<file path="src/rtl/ov7670_cfg_pkg.sv">
// Shared constants, FSM state type and the register list common to all OV7670 init tables.
package ov7670_cfg_pkg;

    localparam logic [15:0] END_MARK    = 16'hFFFF;
    localparam logic [15:0] DELAY_MARK  = 16'hFFF0;

    localparam int MODE_NORMAL  = 0;
    localparam int MODE_TESTBAR = 1;

    typedef enum logic [2:0] {
        ST_IDLE   = 3'd0,
        ST_FETCH  = 3'd1,
        ST_DECODE = 3'd2,
        ST_SEND   = 3'd3,
        ST_DELAY  = 3'd4,
        ST_DONE   = 3'd5
    } state_t;

    // RGB565 VGA bring-up list; soft reset at 0 is followed by the settle delay at 1.
    function automatic logic [15:0] base_entry(input logic [15:0] idx);
        logic [15:0] entry;
        case (idx)
            16'd0:   entry = 16'h1280;
            16'd1:   entry = DELAY_MARK;
            16'd2:   entry = 16'h1204;
            16'd3:   entry = 16'h1101;
            16'd4:   entry = 16'h0C00;
            16'd5:   entry = 16'h3E00;
            16'd6:   entry = 16'h8C00;
            16'd7:   entry = 16'h0400;
            16'd8:   entry = 16'h40D0;
            16'd9:   entry = 16'h3A04;
            16'd10:  entry = 16'h1418;
            16'd11:  entry = 16'h4FB3;
            16'd12:  entry = 16'h50B3;
            16'd13:  entry = 16'h5100;
            16'd14:  entry = 16'h523D;
            16'd15:  entry = 16'h53A7;
            16'd16:  entry = 16'h54E4;
            16'd17:  entry = 16'h589E;
            16'd18:  entry = 16'h3DC0;
            16'd19:  entry = 16'h704A;
            16'd20:  entry = 16'h7135;
            default: entry = END_MARK;
        endcase
        return entry;
    endfunction

endpackage

</file>
<file path="src/rtl/ov7670_cfg_table.sv">
// Multi-mode register ROM with one cycle of read latency (registered output).
module ov7670_cfg_table
    import ov7670_cfg_pkg::*;
#(
    parameter int ADDR_W    = 8,
    parameter int NUM_MODES = 2,
    parameter int MODE_W    = 1
) (
    input  logic              clk,
    input  logic [MODE_W-1:0] mode,
    input  logic [ADDR_W-1:0] addr,
    output logic [15:0]       dout
);

    logic [15:0] w_idx;
    logic [15:0] w_entry;

    assign w_idx = 16'(addr);

    // Per-mode table lookup; the test-bar mode only differs in the pattern registers.
    always_comb begin
        w_entry = END_MARK;
        if (int'(mode) >= NUM_MODES) begin
            w_entry = END_MARK;
        end else begin
            case (int'(mode))
                MODE_NORMAL: w_entry = base_entry(w_idx);
                MODE_TESTBAR: begin
                    case (w_idx)
                        16'd19:  w_entry = 16'h70CA;
                        16'd20:  w_entry = 16'h71B5;
                        default: w_entry = base_entry(w_idx);
                    endcase
                end
                default: w_entry = END_MARK;
            endcase
        end
    end

    // Registered ROM output.
    always_ff @(posedge clk) begin
        dout <= w_entry;
    end

endmodule

</file>
<file path="src/rtl/ov7670_config_sequencer.sv">
// Walks the selected OV7670 register table and hands each {reg,value} write to the SCCB master.
module ov7670_config_sequencer
    import ov7670_cfg_pkg::*;
#(
    parameter int ADDR_W       = 8,
    parameter int NUM_MODES    = 2,
    parameter int MODE_W       = 1,
    parameter int DELAY_CYCLES = 1_000_000,
    parameter int DLY_W        = 20
) (
    input  logic              clk,
    input  logic              rst_n,
    input  logic              start,
    input  logic [MODE_W-1:0] mode,
    output logic              cmd_valid,
    input  logic              cmd_ready,
    output logic [7:0]        cmd_reg,
    output logic [7:0]        cmd_data,
    output logic              busy,
    output logic              done,
    output logic              overflow,
    output logic [ADDR_W-1:0] entry_idx
);

    localparam logic [DLY_W-1:0] DLY_LOAD = DLY_W'(DELAY_CYCLES - 1);

    state_t              r_state;
    logic [MODE_W-1:0]   r_mode;
    logic [ADDR_W-1:0]   r_idx;
    logic [DLY_W-1:0]    r_dly;
    logic [15:0]         w_entry;
    logic                w_last;

    ov7670_cfg_table #(
        .ADDR_W    (ADDR_W),
        .NUM_MODES (NUM_MODES),
        .MODE_W    (MODE_W)
    ) u_table (
        .clk  (clk),
        .mode (r_mode),
        .addr (r_idx),
        .dout (w_entry)
    );

    assign w_last    = (r_idx == {ADDR_W{1'b1}});
    assign entry_idx = r_idx;

    // Sequencer FSM with index, delay counter and handshake output registers.
    always_ff @(posedge clk) begin
        if (!rst_n) begin
            r_state   <= ST_IDLE;
            r_mode    <= '0;
            r_idx     <= '0;
            r_dly     <= '0;
            cmd_valid <= 1'b0;
            cmd_reg   <= 8'h00;
            cmd_data  <= 8'h00;
            busy      <= 1'b0;
            done      <= 1'b0;
            overflow  <= 1'b0;
        end else begin
            case (r_state)
                ST_IDLE: begin
                    if (start) begin
                        r_mode   <= mode;
                        r_idx    <= '0;
                        busy     <= 1'b1;
                        done     <= 1'b0;
                        overflow <= 1'b0;
                        r_state  <= ST_FETCH;
                    end
                end
                ST_FETCH: begin
                    r_state <= ST_DECODE;
                end
                ST_DECODE: begin
                    if (w_entry == END_MARK) begin
                        r_state <= ST_DONE;
                    end else if (w_entry == DELAY_MARK) begin
                        r_dly   <= DLY_LOAD;
                        r_state <= ST_DELAY;
                    end else begin
                        cmd_reg   <= w_entry[15:8];
                        cmd_data  <= w_entry[7:0];
                        cmd_valid <= 1'b1;
                        r_state   <= ST_SEND;
                    end
                end
                ST_SEND: begin
                    // cmd_valid is always high here, so ready alone completes the transfer.
                    if (cmd_ready) begin
                        cmd_valid <= 1'b0;
                        if (w_last) begin
                            overflow <= 1'b1;
                            r_state  <= ST_DONE;
                        end else begin
                            r_idx   <= r_idx + ADDR_W'(1);
                            r_state <= ST_FETCH;
                        end
                    end
                end
                ST_DELAY: begin
                    if (r_dly == '0) begin
                        if (w_last) begin
                            overflow <= 1'b1;
                            r_state  <= ST_DONE;
                        end else begin
                            r_idx   <= r_idx + ADDR_W'(1);
                            r_state <= ST_FETCH;
                        end
                    end else begin
                        r_dly <= r_dly - DLY_W'(1);
                    end
                end
                ST_DONE: begin
                    busy    <= 1'b0;
                    done    <= 1'b1;
                    r_state <= ST_IDLE;
                end
                default: begin
                    r_state <= ST_IDLE;
                end
            endcase
        end
    end

endmodule
</file>
<file path="config.mk">
export PLATFORM = sky130hd
export DESIGN_NAME = ov7670_config_sequencer
export DESIGN_NICKNAME = d
export VERILOG_FILES = /design/src/rtl/ov7670_cfg_pkg.sv /design/src/rtl/ov7670_cfg_table.sv /design/src/rtl/ov7670_config_sequencer.sv
export SDC_FILE = /design/constraint.sdc
export NUM_CORES = 1
export LEC_CHECK = 0
export ABC_AREA = 1
export CAP_MARGIN = 20
export CELL_PAD_IN_SITES_DETAIL_PLACEMENT = 0
export CELL_PAD_IN_SITES_GLOBAL_PLACEMENT = 1
export CORE_UTILIZATION = 35
export CTS_CLUSTER_DIAMETER = 120
export DETAILED_ROUTE_END_ITERATION = 16
export PLACE_DENSITY = 0.74
export SLEW_MARGIN = 10
export SYNTH_ARGS = -nofsm -noshare
export SYNTH_HDL_FRONTEND = slang
export SYNTH_HIERARCHICAL = 1
export SYNTH_SLANG_ARGS = --single-unit
</file>
<file path="constraint.sdc">
create_clock -name clk -period 1.8 [get_ports clk]
set_input_delay 0.27 -clock clk [delete_from_list [all_inputs] [get_ports clk]]
set_output_delay 0.27 -clock clk [all_outputs]
set_load 0.01 [all_outputs]
</file>
==> metrics.yaml <==
status: "completed"
ys_types: 37
grt_pass1_vias: 3318
yosysTopAreaCellShare: 0.361
slew_headroom: 0.735
reg.largest.list: "r_dly: 20 flops, u_table/dout: 16 flops"
ir_drop_v: 0.000468
synth_most_common_cell: "nand2_1"
synth_fa_ha_area_frac: 0.0299
cts_made_buffers: 9
startpoint_type: "register"
syn_avg_cell_area_sq_um: 6.57
crit_path_end_kind: "primary output"
area_delta_synth_final_pct: 24.2
cp.required_ns: 1.53
gp_congestion: 0.873
hold_viol: 0
drc: 0
drive_above_1_share: 0.140
fin_ws_ns: 0.0825
multi_input_area_sq_mm: 0.00215
synth_ff_type: "dfxtp_1"
layout.nets: 646
cts-root-buf: "clkbuf_8"
top_register: "r_dly"
track_usage: 0.187
p_leak_nw: 2.14
synth_area_leader_cell: "dfxtp_1"
rows: 37
cts_sinks: 68
synth-xor-area-share: 0.0256
cp_num_buf_inv: 2
ant_nets: 0
tritoncts: "yes"
wl_um: 9940
cts.htree.levels: 3
hold_class: "register to register"
via_per_inst: 4.78
max_stage_delay_ns: 0.57
yosysWarnings: 6
rsz0062_at_grt: "false"
firstDrtPassIters: 4
clock.fmax_ghz: 0.582
yosys-top-cells-area: "dfxtp_1 36%, nand2_1 15%, nor2_1 12%"
die_area_sq_mm: 0.0112
regArea_sq_mm: 0.00136
clock_latency_ns: 0.35
cts_buffer_depth: 2
synth_edf_count: 0
drtIter0Drc: 241
synthMuxAreaShare: 0
dp_slack_ns: 0.0295
ys_async_sr_fraction: 0
worst_path_max_delay_cell: "clkdlybuf4s50_1"
grt_antenna_before_repair: 0
antennaDiodeCount: 0
totalNegativeSetupSlack_ns: 0
fin_crit_sh: 0.954
crit_path_cell_trace: "buf_4 > clkdlybuf4s50_1"
synth-simple-area-share: 0.404
synth_top_family_by_area: "simple AND/OR/NAND/NOR gates"
skew_ns: 0.0130
ys_seq_elements: 68
worst_slew_pin_slew_ns: 0.397
overflow: 0
top_level_ports: 33
via_count: 3694
die_x_um: 106
synth_commonest_cells: "150 x nand2_1, 117 x nor2_1, 68 x dfxtp_1, 41 x nand3_1, 38 x inv_1"
power.density_mw_per_mm2: 1250
grt_pass1_wl_um: 16500
period_minus_slack_ns: 1.72
start_util: 0.363
maxCapViolations: 0
synth_area_sq_mm: 0.00377
stdcell_area_sq_mm: 0.00468
io_buffers: 32
synth_compound_area_frac: 0.104
syn_nets: 587
clk_pin_slew_ns: 0.08
critPathKind: "register to primary output"
arrival_ns: 1.45
setup_viol: 0
fillCellCount: 1138
ctsHoldBuffers: 0
routedWlPerCell_um: 12.9
core_area_sq_mm: 0.0104
dpl-instance-area_sq_mm: 0.00439
finish.utilization: 0.451
die_h_um: 106
largest_reg_flops: 20
grt_max_degree: 31
dp_hpwl_um: 7340
synthCells: 573
path_delay_family: "buffers and inverters"
path_max_fanout: 15
ys_seq_area_frac: 0.361
slew_violations: 0
## worst paths after layout
path	cells after the start	end	slack, ns	startpoint
hold reg to reg	2	overflow	0.46	overflow
hold / removal	2	overflow	0.46	overflow
setup reg to reg	11	r_dly[0]	0.15	r_dly[13]
setup / recovery	2	entry_idx[0]	0.08	entry_idx[0]
## placed cells by master, fill, tap and decap left out, types with 4 or more instances in the layout
master,synthesis,final
nand4_1,16,16
nand3_1,41,41
xor2_1,9,9
inv_1,38,37
o21ai_1,4,4
or2_2,5,5
ha_1,9,9
buf_4,1,26
clkbuf_8,0,9
nand2_4,4,5
a21oi_1,36,36
nand2_1,150,150
clkdlybuf4s50_1,0,30
o21ai_0,21,21
nor2_1,117,114
dfxtp_1,68,67
inv_2,7,7
nor2_2,6,9
## report_power, final
part / internal (mW) / total [mW] / switching [mW]
Combinational: 1.01 / 2.47 / 1.46
Clock: 0.659 / 1.31 / 0.653
Sequential: 1.82 / 2.05 / 0.224
## through the flow
step / total power, mW / hold slack, ns / instances
global route: 6.28 / 0.503 / 773
finish: 5.83 / 0.459 / 773
detailed placement: 4.50 / 0.446 / 752
floorplan: 3.75 / 0.360 / 573
global placement: 4.48 / 0.442 / 752
CTS: 5.82 / 0.464 / 768
## cells by family after synthesis
| logic type | after synthesis |
|---|---|
| AND/OR/NAND/NOR | 351 |
| AO/OA/AOI/OAI | 71 |
| flip-flops | 68 |
| buffers and inverters | 63 |
| XOR/XNOR | 11 |
| adder cells (fa/ha/maj) | 9 |
## routing by layer
metal | wire length (um) | part of all wire | global-route usage | vias to the layer above
met5 | 0 | 0 | 0 | -
met4 | 81 | 0.0081 | 0.0565 | 0
li1 | - | - | - | 1953
met1 | 5370 | 0.54 | 0.284 | 1660
met2 | 4000 | 0.40 | 0.257 | 76
met3 | 490 | 0.049 | 0.0408 | 5
## layout make-up
class,instances,area share
clock inverters,7,0.0174
clock buffers,9,0.0265
well taps,136,0.0364
repair buffers,64,0.131
multi-input cells,442,0.459
inverters,47,0.0391
flip-flops and latches,68,0.291
## timing repair
item	in CTS	in global routing
resized for setup	1	12
endpoints found under the setup margin	1	30
setup buffers	0	5
pin swaps	0	1
## worst min-delay path, delay by kind of cell, from the launching register on
family / cells / cell delay, ns
AOI/OAI and AO/OA: 1 / 0.05
DFF: 1 / 0.32
buffers and inverters: 1 / 0.05
Note: power is estimated with default switching activity, not from simulation.
